**src/rtl/gtp_drp_master.sv**
```systemverilog
// DRP master for one GTPE2_CHANNEL: serialises fabric read/write requests and times out missing DRPRDY.
// Define GTP_DRP_RMW_EN to turn every write into a masked read-modify-write (adds the req_wmask port).
module gtp_drp_master #(
  parameter int unsigned ADDR_W  = 9,
  parameter int unsigned TIMEOUT = 1023
) (
  input  logic              clk,
  input  logic              rst,
  input  logic              req_valid,
  output logic              req_ready,
  input  logic              req_we,
  input  logic [ADDR_W-1:0] req_addr,
  input  logic [15:0]       req_wdata,
`ifdef GTP_DRP_RMW_EN
  input  logic [15:0]       req_wmask,
`endif
  output logic              rsp_valid,
  output logic [15:0]       rsp_rdata,
  output logic              rsp_err,
  output logic              busy,
  output logic              drp_en,
  output logic              drp_we,
  output logic [ADDR_W-1:0] drp_addr,
  output logic [15:0]       drp_di,
  input  logic [15:0]       drp_do,
  input  logic              drp_rdy
);

  localparam int unsigned CNT_W = (TIMEOUT < 2) ? 1 : $clog2(TIMEOUT + 1);

  typedef enum logic [2:0] {
    S_IDLE, S_ISSUE, S_WAIT, S_RESP, S_ISSUE_RD, S_WAIT_RD
  } state_e;

  state_e              state_q, state_d;
  logic [CNT_W-1:0]    cnt_q, cnt_d;
  logic                we_q, we_d;
  logic                drp_en_q, drp_en_d;
  logic                drp_we_q, drp_we_d;
  logic [ADDR_W-1:0]   drp_addr_q, drp_addr_d;
  logic [15:0]         drp_di_q, drp_di_d;
  logic                rsp_valid_q, rsp_valid_d;
  logic [15:0]         rsp_rdata_q, rsp_rdata_d;
  logic                rsp_err_q, rsp_err_d;
  logic                busy_q, busy_d;
  logic                accept_c;
  logic                timeout_c;
`ifdef GTP_DRP_RMW_EN
  logic [15:0]         wdata_q, wdata_d;
  logic [15:0]         wmask_q, wmask_d;
  logic [15:0]         old_q, old_d;
`endif

  assign req_ready = (state_q == S_IDLE) & ~rst;
  assign accept_c  = req_valid & req_ready;
  // TIMEOUT of 0 disables the timeout; the counter is then free to wrap.
  assign timeout_c = (TIMEOUT != 0) && (cnt_q == CNT_W'(TIMEOUT));

  assign rsp_valid = rsp_valid_q;
  assign rsp_rdata = rsp_rdata_q;
  assign rsp_err   = rsp_err_q;
  assign busy      = busy_q;
  assign drp_en    = drp_en_q;
  assign drp_we    = drp_we_q;
  assign drp_addr  = drp_addr_q;
  assign drp_di    = drp_di_q;

  // Next-state and registered-output logic; drp_en is raised on entry to an issue state.
  always_comb begin
    state_d     = state_q;
    cnt_d       = cnt_q;
    we_d        = we_q;
    drp_en_d    = 1'b0;
    drp_we_d    = drp_we_q;
    drp_addr_d  = drp_addr_q;
    drp_di_d    = drp_di_q;
    rsp_valid_d = 1'b0;
    rsp_rdata_d = rsp_rdata_q;
    rsp_err_d   = rsp_err_q;
`ifdef GTP_DRP_RMW_EN
    wdata_d     = wdata_q;
    wmask_d     = wmask_q;
    old_d       = old_q;
`endif
    case (state_q)
      S_IDLE: begin
        if (accept_c) begin
          we_d       = req_we;
          drp_en_d   = 1'b1;
          drp_addr_d = req_addr;
`ifdef GTP_DRP_RMW_EN
          wdata_d    = req_wdata;
          wmask_d    = req_wmask;
          drp_we_d   = 1'b0;
          state_d    = req_we ? S_ISSUE_RD : S_ISSUE;
`else
          drp_we_d   = req_we;
          drp_di_d   = req_wdata;
          state_d    = S_ISSUE;
`endif
        end
      end
      S_ISSUE: begin
        cnt_d   = CNT_W'(1);
        state_d = S_WAIT;
      end
      S_WAIT: begin
        if (drp_rdy) begin
          state_d     = S_RESP;
          rsp_valid_d = 1'b1;
          rsp_err_d   = 1'b0;
`ifdef GTP_DRP_RMW_EN
          rsp_rdata_d = we_q ? old_q : drp_do;
`else
          rsp_rdata_d = we_q ? 16'h0000 : drp_do;
`endif
        end else if (timeout_c) begin
          state_d     = S_RESP;
          rsp_valid_d = 1'b1;
          rsp_err_d   = 1'b1;
          rsp_rdata_d = 16'h0000;
        end else begin
          cnt_d = cnt_q + CNT_W'(1);
        end
      end
      S_RESP: state_d = S_IDLE;
`ifdef GTP_DRP_RMW_EN
      S_ISSUE_RD: begin
        cnt_d   = CNT_W'(1);
        state_d = S_WAIT_RD;
      end
      S_WAIT_RD: begin
        if (drp_rdy) begin
          old_d    = drp_do;
          drp_en_d = 1'b1;
          drp_we_d = 1'b1;
          drp_di_d = (drp_do & ~wmask_q) | (wdata_q & wmask_q);
          state_d  = S_ISSUE;
        end else if (timeout_c) begin
          state_d     = S_RESP;
          rsp_valid_d = 1'b1;
          rsp_err_d   = 1'b1;
          rsp_rdata_d = 16'h0000;
        end else begin
          cnt_d = cnt_q + CNT_W'(1);
        end
      end
`endif
      default: state_d = S_IDLE;
    endcase
    busy_d = (state_d != S_IDLE);
  end

  always_ff @(posedge clk) begin
    if (rst) begin
      state_q     <= S_IDLE;
      cnt_q       <= '0;
      we_q        <= 1'b0;
      drp_en_q    <= 1'b0;
      drp_we_q    <= 1'b0;
      drp_addr_q  <= '0;
      drp_di_q    <= '0;
      rsp_valid_q <= 1'b0;
      rsp_rdata_q <= '0;
      rsp_err_q   <= 1'b0;
      busy_q      <= 1'b0;
`ifdef GTP_DRP_RMW_EN
      wdata_q     <= '0;
      wmask_q     <= '0;
      old_q       <= '0;
`endif
    end else begin
      state_q     <= state_d;
      cnt_q       <= cnt_d;
      we_q        <= we_d;
      drp_en_q    <= drp_en_d;
      drp_we_q    <= drp_we_d;
      drp_addr_q  <= drp_addr_d;
      drp_di_q    <= drp_di_d;
      rsp_valid_q <= rsp_valid_d;
      rsp_rdata_q <= rsp_rdata_d;
      rsp_err_q   <= rsp_err_d;
      busy_q      <= busy_d;
`ifdef GTP_DRP_RMW_EN
      wdata_q     <= wdata_d;
      wmask_q     <= wmask_d;
      old_q       <= old_d;
`endif
    end
  end

endmodule

```
**config.mk**
```make
export PLATFORM = sky130hd
export DESIGN_NAME = gtp_drp_master
export DESIGN_NICKNAME = d
export VERILOG_FILES = /design/src/rtl/gtp_drp_master.sv
export SDC_FILE = /design/constraint.sdc
export NUM_CORES = 1
export LEC_CHECK = 0
export BUFFER_PORTS_ARGS = -buffer_cell sky130_fd_sc_hd__buf_2
export CAP_MARGIN = 20
export CORE_MARGIN = 2
export CORE_UTILIZATION = 50
export DETAILED_ROUTE_END_ITERATION = 8
export PLACE_DENSITY = 0.95
export SETUP_SLACK_MARGIN = 0.05
export SKIP_CTS_REPAIR_TIMING = 1
export SYNTH_ARGS = -nofsm -noshare
export SYNTH_HDL_FRONTEND = slang
export SYNTH_SLANG_ARGS = --single-unit
```
**constraint.sdc**
```tcl
create_clock -name clk -period 3.1 [get_ports clk]
set_input_delay 0.62 -clock clk [delete_from_list [all_inputs] [get_ports clk]]
set_output_delay 0.62 -clock clk [all_outputs]
set_load 0.1 [all_outputs]
```
* Word level (Yosys, flattened, before mapping)
Cells that the tools add are included.
** Operators by class
- Add/sub/neg operators :: 1
- Equal/unequal tests :: 5
- Mux-type cells :: 15
- Bitwise gates (word level) :: 5
- Reduce and logical (&&, ||, !) cells :: 9
** Operators with widths (number)
- 2-to-1 mux 16 bit :: 3
- 2-to-1 mux 10 bit :: 2
- case mux 10 bit (2 select lines) :: 1
- adder 10 x 1 -> 10 bit, second input constant :: 1
- equality test 10 bit, second input constant :: 1
- 2-to-1 mux 3 bit :: 3
- case mux 3 bit (3 select lines) :: 1
- 2-to-1 mux 1 bit :: 5
- inequality test 2 bit, second input constant :: 2
- AND reduction 2 bit :: 2
- nonzero test 2 bit :: 2
- OR reduction 2 bit :: 2
- equality test 3 x 1 -> 1 bit, second input constant :: 1
- equality test 3 x 2 -> 1 bit, second input constant :: 1
- zero test 3 bit :: 1
- NOT 1 bit :: 3
- AND reduction 3 bit :: 1
- nonzero test 3 bit :: 1
- AND 1 bit :: 2
** Word-level totals
- Bits in registers :: 59
- Bits of input ports :: 46
- Word-level logic and storage cells :: 45

* Longest topological paths before layout
Gate-level depths: netlist of run 1.
- Depth in word-level cells :: 6
- Mapped depth :: 7

* Worst setup path after synthesis of run 1
OpenSTA, ideal clock, no wires.
- Kind :: input-to-reg
- Start point :: in rst
- End point :: reg drp_addr_q[0], in the netlist drp_addr[0]
- Setup time :: 0.070 ns
- Arrival :: 4.480 ns
- Required time :: 3.030 ns
- Slack :: -1.450 ns
- Stages :: 6
- Path buffers :: 1
- Cell sequence :: nor4_1 -> nand2_1 -> clkinv_1 -> buf_1 -> nand2_1 -> a21oi_1
** Between the ends
- Cells in the longest elaborated chain, start to end :: 4
** Ends and longest elaborated chain
- start, declared :: line 8 : input logic rst,
- NOT 1 bit :: line 54 : assign req_ready = (state_q == S_IDLE) & ~rst;
- AND 1 bit :: line 54
- AND 1 bit :: line 55 : assign accept_c = req_valid & req_ready;
- AND reduction 2 bit (no line)
- end signal, assigned :: line 178 : drp_addr_q <= drp_addr_d;
- end, declared :: line 40 : logic [ADDR_W-1:0] drp_addr_q, drp_addr_d;
Parallel ways exist; a longest one is shown, timed or not.
A chain may end at the register's enable or synchronous reset.

* Final worst setup path of run 1
- Start point :: in rst
- End point :: out req_ready
** Between the ends
- Cells in the longest elaborated chain, start to end :: 2
** Ends and longest elaborated chain
- NOT 1 bit :: line 54
- AND 1 bit :: line 54
- end, declared :: line 10 : output logic req_ready,
No other way between the ends.

==> results of run 1 <==
==> cells by family (layout without fill, tap and decap cells) <==
group	count (synthesis)	in the layout	share of synthesized area, %
mux	3	3	1.36
compound gates	66	66	20.1
simple gates	95	95	20.6
xor+xnor	1	1	0.398
other cells	1	1	0.170
fa+ha+maj	1	1	0.568
buf+inv	17	112	3.24
flops	59	59	53.6
==> synthesized netlist by cell type, drive strengths merged <==
cell type  count  area share [%]
and3           2            0.57
nor2           3            0.51
o31a           1            0.45
or3b           1            0.40
and2           1            0.28
dfxtp         59              54
conb           1            0.17
or2            1            0.28
a21oi         31             7.0
mux2i          3             1.4
nor3           3            0.91
a41oi          1            0.40
xnor2          1            0.40
nand2b         2            0.57
clkbuf        12             2.0
nor2b          1            0.28
nor4           2            0.57
a211oi         3             1.0
or4            4             1.4
or3            4             1.1
a31o           1            0.40
o21bai         1            0.34
a2111oi        2            0.80
nand2         61              10
and4           2            0.80
buf            3            0.85
a31oi          1            0.28
a22oi          1            0.34
o21ai          1            0.23
nor3b          3             1.2
a22o          16             6.4
ha             1            0.57
nand4          2            0.57
a21o           2            0.74
o21a           1            0.34
inv            1            0.17
nand3          3            0.68
clkinv         1            0.17
o31ai          4             1.4
==> where the power goes <==
part | total [uW] | switching, uW | internal [uW]
Combinational | 201 | 154 | 47.1
Sequential | 787 | 12.1 | 774
Clock | 701 | 287 | 414
Total | 1690 | 453 | 1240
==> layout make-up <==
cell class              instances  area share, %
flip-flops and latches         59           40.7
repair buffers                 94           16.4
inverters                       2          0.259
clock inverters                 4           1.68
well taps                      52           2.24
clock buffers                  12           5.35
multi-input cells             167           33.3
==> flip-flops by register name, indices dropped and copies added (netlist names) <==
register / cells
busy: 1
cnt_q: 10
drp_addr: 9
drp_di: 16
drp_en: 1
drp_we: 1
rsp_err: 1
rsp_rdata: 16
rsp_valid: 1
state_q: 3
==> layer usage <==
layer / track usage (%) / vias to the layer above
met5: 0 / -
met4: 11.1 / 0
met3: 5.34 / 6
met1: 25.2 / 939
met2: 35.6 / 85
li1: - / 1041
==> path summary, 6_finish.rpt <==
kind | start | endpoint | slack, ns
max reg2reg | state_q[1] | rsp_rdata[11] | 0.95
max | rst | req_ready | 0.80
min reg2reg | drp_di[7] | drp_di[7] | 0.45
min | drp_di[7] | drp_di[7] | 0.45
==> per-stage QoR <==
step | instances | cell area [um^2] | worst slack [ns] | power (uW)
floorplan | 243 | 2220 | 0.588 | 951
global placement | 373 | 2690 | 0.750 | 999
detailed placement | 373 | 2690 | 0.687 | 1000
CTS | 389 | 2890 | 0.753 | 1700
global route | 390 | 2900 | 0.751 | 1750
finish | 390 | 2900 | 0.803 | 1690
==> worst reg2reg max path: cells and delay by family, from the launching register on <==
| family | cells | cell delay, ns |
|---|---|---|
| and+or+nand+nor | 3 | 1.30 |
| AOI/OAI and AO/OA | 1 | 0.30 |
| DFF | 1 | 0.48 |
==> flow_summary.toml, run 1 <==
[clocking]
clk_latency_ns = 0.33
clk_path_buf_depth = 2
cts.sinks = 59
cts_max_level = 3
cts_made_buffers = 9
cts_tree = "yes"
clk_pin_slew_ns = 0.06
cts_root_buffer = "clkbuf_8"

[worst_setup_path]
worst-setup-path-type = "in2out"
critPathRequiredTime_ns = 2.48
cp.depth = 3
critical_path_arrival_ns = 1.68
crit_family = "buffers and inverters"
path_cells = "buf_2 -> nor4_4 -> buf_2"
critPathMaxFanout = 40
critPathMaxStageDelay_ns = 0.48
critical_path_buf_inv_count = 2
crit_slowest_cell = "buf_2"
r2r_cells = 4
cpMostUsedCell = "buf_2"
end_kind = "primary output"
start_kind = "primary input"

[global_routing]
grt_pass1_wl_mm = 8.32
grt_max_degree = 41
grt.overflow.total = 0
antenna_found_initial = 0
grt_pass1_vias = 1935
grt.total_usage_pct = 21.4

[sta]
period_share_pct = 74.1
hold_slack_ns = 0.454
worst-slew-pin-transition_ns = 0.889
fin_crit_ns = 2.30
timing.fmax_mhz = 435
slew_viol_final = 0
tns_ns = 0
setup_violations = 0
fin_worst_skew_ns = 0.00586
rsz0062_at_grt = "no"
hold_viol = 0
slew_headroom_pct = 40.4

[routing]
drt-initial-drc-count = 94
wl_met2_mm = 2.50
wl_per_cell_um = 13.2
routed_via_density = 5.31
wl_met3_um = 358
highest_layer = "met4"
drc = 0
first_pass_iters = 4
wirelength_met1_mm = 2.22
vias = 2071
detail-route-antenna-nets = 0
route.final.wire_length_mm = 5.15

[floorplan]
core-area_um2 = 4290
die_x_um = 70.4
dieArea_um2 = 4950
die_h_um = 70.4
rows = 24
start_util_pct = 51.3
pin_count = 93

[finish]
drive_gt1_share_pct = 34.3
register_area_um2 = 1180
final_common_cell = "buf_2"
final_nets = 380
multi_input_comb_area_um2 = 966
insertedDiodeCount = 0
fin_util_pct = 67.5
syn_to_final_growth_pct = 31.6
final_cell_mix = "buf_2, nand2_1, dfxtp_1"
fill_cells = 349

[worst_hold_path]
hold_path_depth = 2
min_path_type = "reg2reg"

[synthesis]
synth_nets = 290
ys_types = 43
syn_area_per_cell_um2 = 9.07
ys_seq_area_share_pct = 53.6
yosysWarnings = 0
ys_seq_elements = 59
syn_area_um2 = 2200
syn_inst = 243

[pwr]
vdd_drop_max_uv = 408
powerDensity_nw_per_um2 = 582
power_leakage_uw = 0.00128

[job]
maxCapViolCount = 0

[place]
hpwl_mm = 3.52
gp_congestion = 0.939
io_buffers = 92

[run_status]
status = "finished, final reports clean"
(Power assumes the default switching activity.)
==> run 2, diff against run 1 <==
--- a/config.mk
+++ b/config.mk
@@ -8,9 +8,9 @@
 export BUFFER_PORTS_ARGS = -buffer_cell sky130_fd_sc_hd__buf_2
 export CAP_MARGIN = 20
 export CORE_MARGIN = 2
-export CORE_UTILIZATION = 50
+export CORE_UTILIZATION = 42
 export DETAILED_ROUTE_END_ITERATION = 8
-export PLACE_DENSITY = 0.95
+export PLACE_DENSITY = 0.86
 export SETUP_SLACK_MARGIN = 0.05
 export SKIP_CTS_REPAIR_TIMING = 1
 export SYNTH_ARGS = -nofsm -noshare
==> constraint.sdc (replaced) <==
create_clock -name clk -period 2.05 [get_ports clk]
set_input_delay 0.41 -clock clk [delete_from_list [all_inputs] [get_ports clk]]
set_output_delay 0.41 -clock clk [all_outputs]
set_load 0.1 [all_outputs]
==> run 2 against run 1 <==
Sequential share of layout area decreased by 1.1 points; final cell count increased by 5.4%; combinational power increased by 56%; routed wire length decreased by 6.5%; hold slack got worse by 0.16 ns; flip-flop and latch count unchanged; total power increased by 57%; setup slack got worse by 0.63 ns; first-iteration DRC count decreased by 3.2%; register-to-register slack got worse by 0.77 ns; die area increased by 18%; critical path depth increased by 1.
==> flow_summary.toml, run 2 (synthesis gave the netlist of run 1 again) <==
[sta]
rsz0062_at_grt = "no"
fin_crit_ns = 1.87
setup_violations = 0
fin_worst_skew_ns = 0.00703
slew_viol_final = 0
hold_viol = 0
timing.fmax_mhz = 534
setup_slack_ns = 0.176
worst-slew-pin-transition_ns = 0.646
slew_headroom_pct = 56.9
period_share_pct = 91.4

[worst_hold_path]
min_path_type = "in2reg"
min_from = "drp_do[8]"
min_to = "rsp_rdata[8]"
hold_path_depth = 2

[clocking]
cts_tree = "yes"
cts_made_buffers = 9
cts.sinks = 59
cts_max_level = 3
clk_pin_slew_ns = 0.07
clk_latency_ns = 0.33
clk_path_buf_depth = 2
cts_root_buffer = "clkbuf_8"

[place]
dp.cells = 395
hpwl_mm = 3.42
io_buffers = 92
placed_area_um2 = 2760
pre_cts_ws_ns = 0.0589
gp_congestion = 0.830

[finish]
final_cell_mix = "buf_2, nand2_1, dfxtp_1"
final_nets = 383
insertedDiodeCount = 0
fin_area_um2 = 2990
final_common_cell = "buf_2"
syn_to_final_growth_pct = 35.5
drive_gt1_share_pct = 35.2
finalNonFillerCells = 411

[floorplan]
die_x_um = 76.4
core-area_um2 = 5070
die_h_um = 76.4
dieArea_um2 = 5840
start_util_pct = 43.4
pin_count = 93
rows = 26

[pwr]
vdd_drop_max_uv = 450
power_leakage_uw = 0.00130
powerDensity_nw_per_um2 = 885

[worst_setup_path]
r2r_cells = 4
worst-setup-path-type = "reg2reg"
rr_startpoint = "state_q[1]"
end_kind = "flip-flop"
ff2ff_setup_slack_ns = 0.18
critical_path_arrival_ns = 2.13
critPathMaxFanout = 12
start_kind = "flip-flop"
critPathRequiredTime_ns = 2.30
r2r-end = "cnt_q[5]"

[global_routing]
grt_pass1_vias = 1881
antenna_found_initial = 0
grt.total_usage_pct = 17.6
grt_max_degree = 39
grt.overflow.total = 0
grt_pass1_wl_mm = 8.29

[routing]
wl_per_cell_um = 11.7
detail-route-antenna-nets = 0
first_pass_iters = 4
drt-initial-drc-count = 91
drc = 0
routed_via_density = 4.97
vias = 2041
route.final.wire_length_mm = 4.82

[run_status]
status = "finished, final reports clean"

[job]
maxCapViolCount = 0
-- run 2: layout make-up --
class / instances / area (um^2)
Fill cell: 477 / 2090
Sequential cell: 59 / 1180
Multi-Input combinational cell: 167 / 972
Timing Repair Buffer: 97 / 513
Clock buffer: 12 / 145
Tap cell: 70 / 87.6
Clock inverter: 4 / 73.8
Inverter: 2 / 11.3
-- run 2: metal layers --
| metal | track usage [%] | wire length, um | vias to the layer above |
|---|---|---|---|
| met4 | 8.18 | 55 | 0 |
| met3 | 6.28 | 349 | 7 |
| li1 | - | - | 1047 |
| met5 | 0 | 0 | - |
| met1 | 20.7 | 2090 | 914 |
| met2 | 28.7 | 2320 | 73 |
-- run 2: how the worst max path moves through the flow --
stage / from / end / slack (ns) / depth (start not counted)
floorplan: rst / drp_we / -0.29 / 6
global placement: drp_rdy / cnt_q[5] / 0.1 / 5
detailed placement: drp_rdy / cnt_q[9] / 0.06 / 5
CTS: state_q[1] / cnt_q[9] / 0.10 / 4
global route: state_q[1] / cnt_q[5] / 0.06 / 4
finish: state_q[1] / cnt_q[5] / 0.18 / 4
-- run 2: power breakdown --
part | leakage, uW | switching [uW] | internal (uW)
clock network | 0.000111 | 426 | 718
logic | 0.000707 | 235 | 77.6
registers | 0.000478 | 15.0 | 1170
-- run 2: stage by stage --
step | hold WS (ns) | power (uW) | setup TNS, ns | util, %
2_1_floorplan | 0.445 | 1440 | -6.74 | -
6_report | 0.294 | 2640 | 0 | 58.8
3_5_place_dp | 0.441 | 1520 | 0 | 54.3
3_3_place_gp | 0.435 | 1520 | 0 | 54.3
5_1_grt | 0.273 | 2750 | 0 | 58.8
4_1_cts | 0.273 | 2680 | 0 | 58.6
-- run 2: critical path, cell delays in order (launching register included) --
cell and delay (ns):
dfxtp_2 0.39, or3b_1 0.41, a21o_1 0.31, or4_1 0.53
a21oi_1 0.16
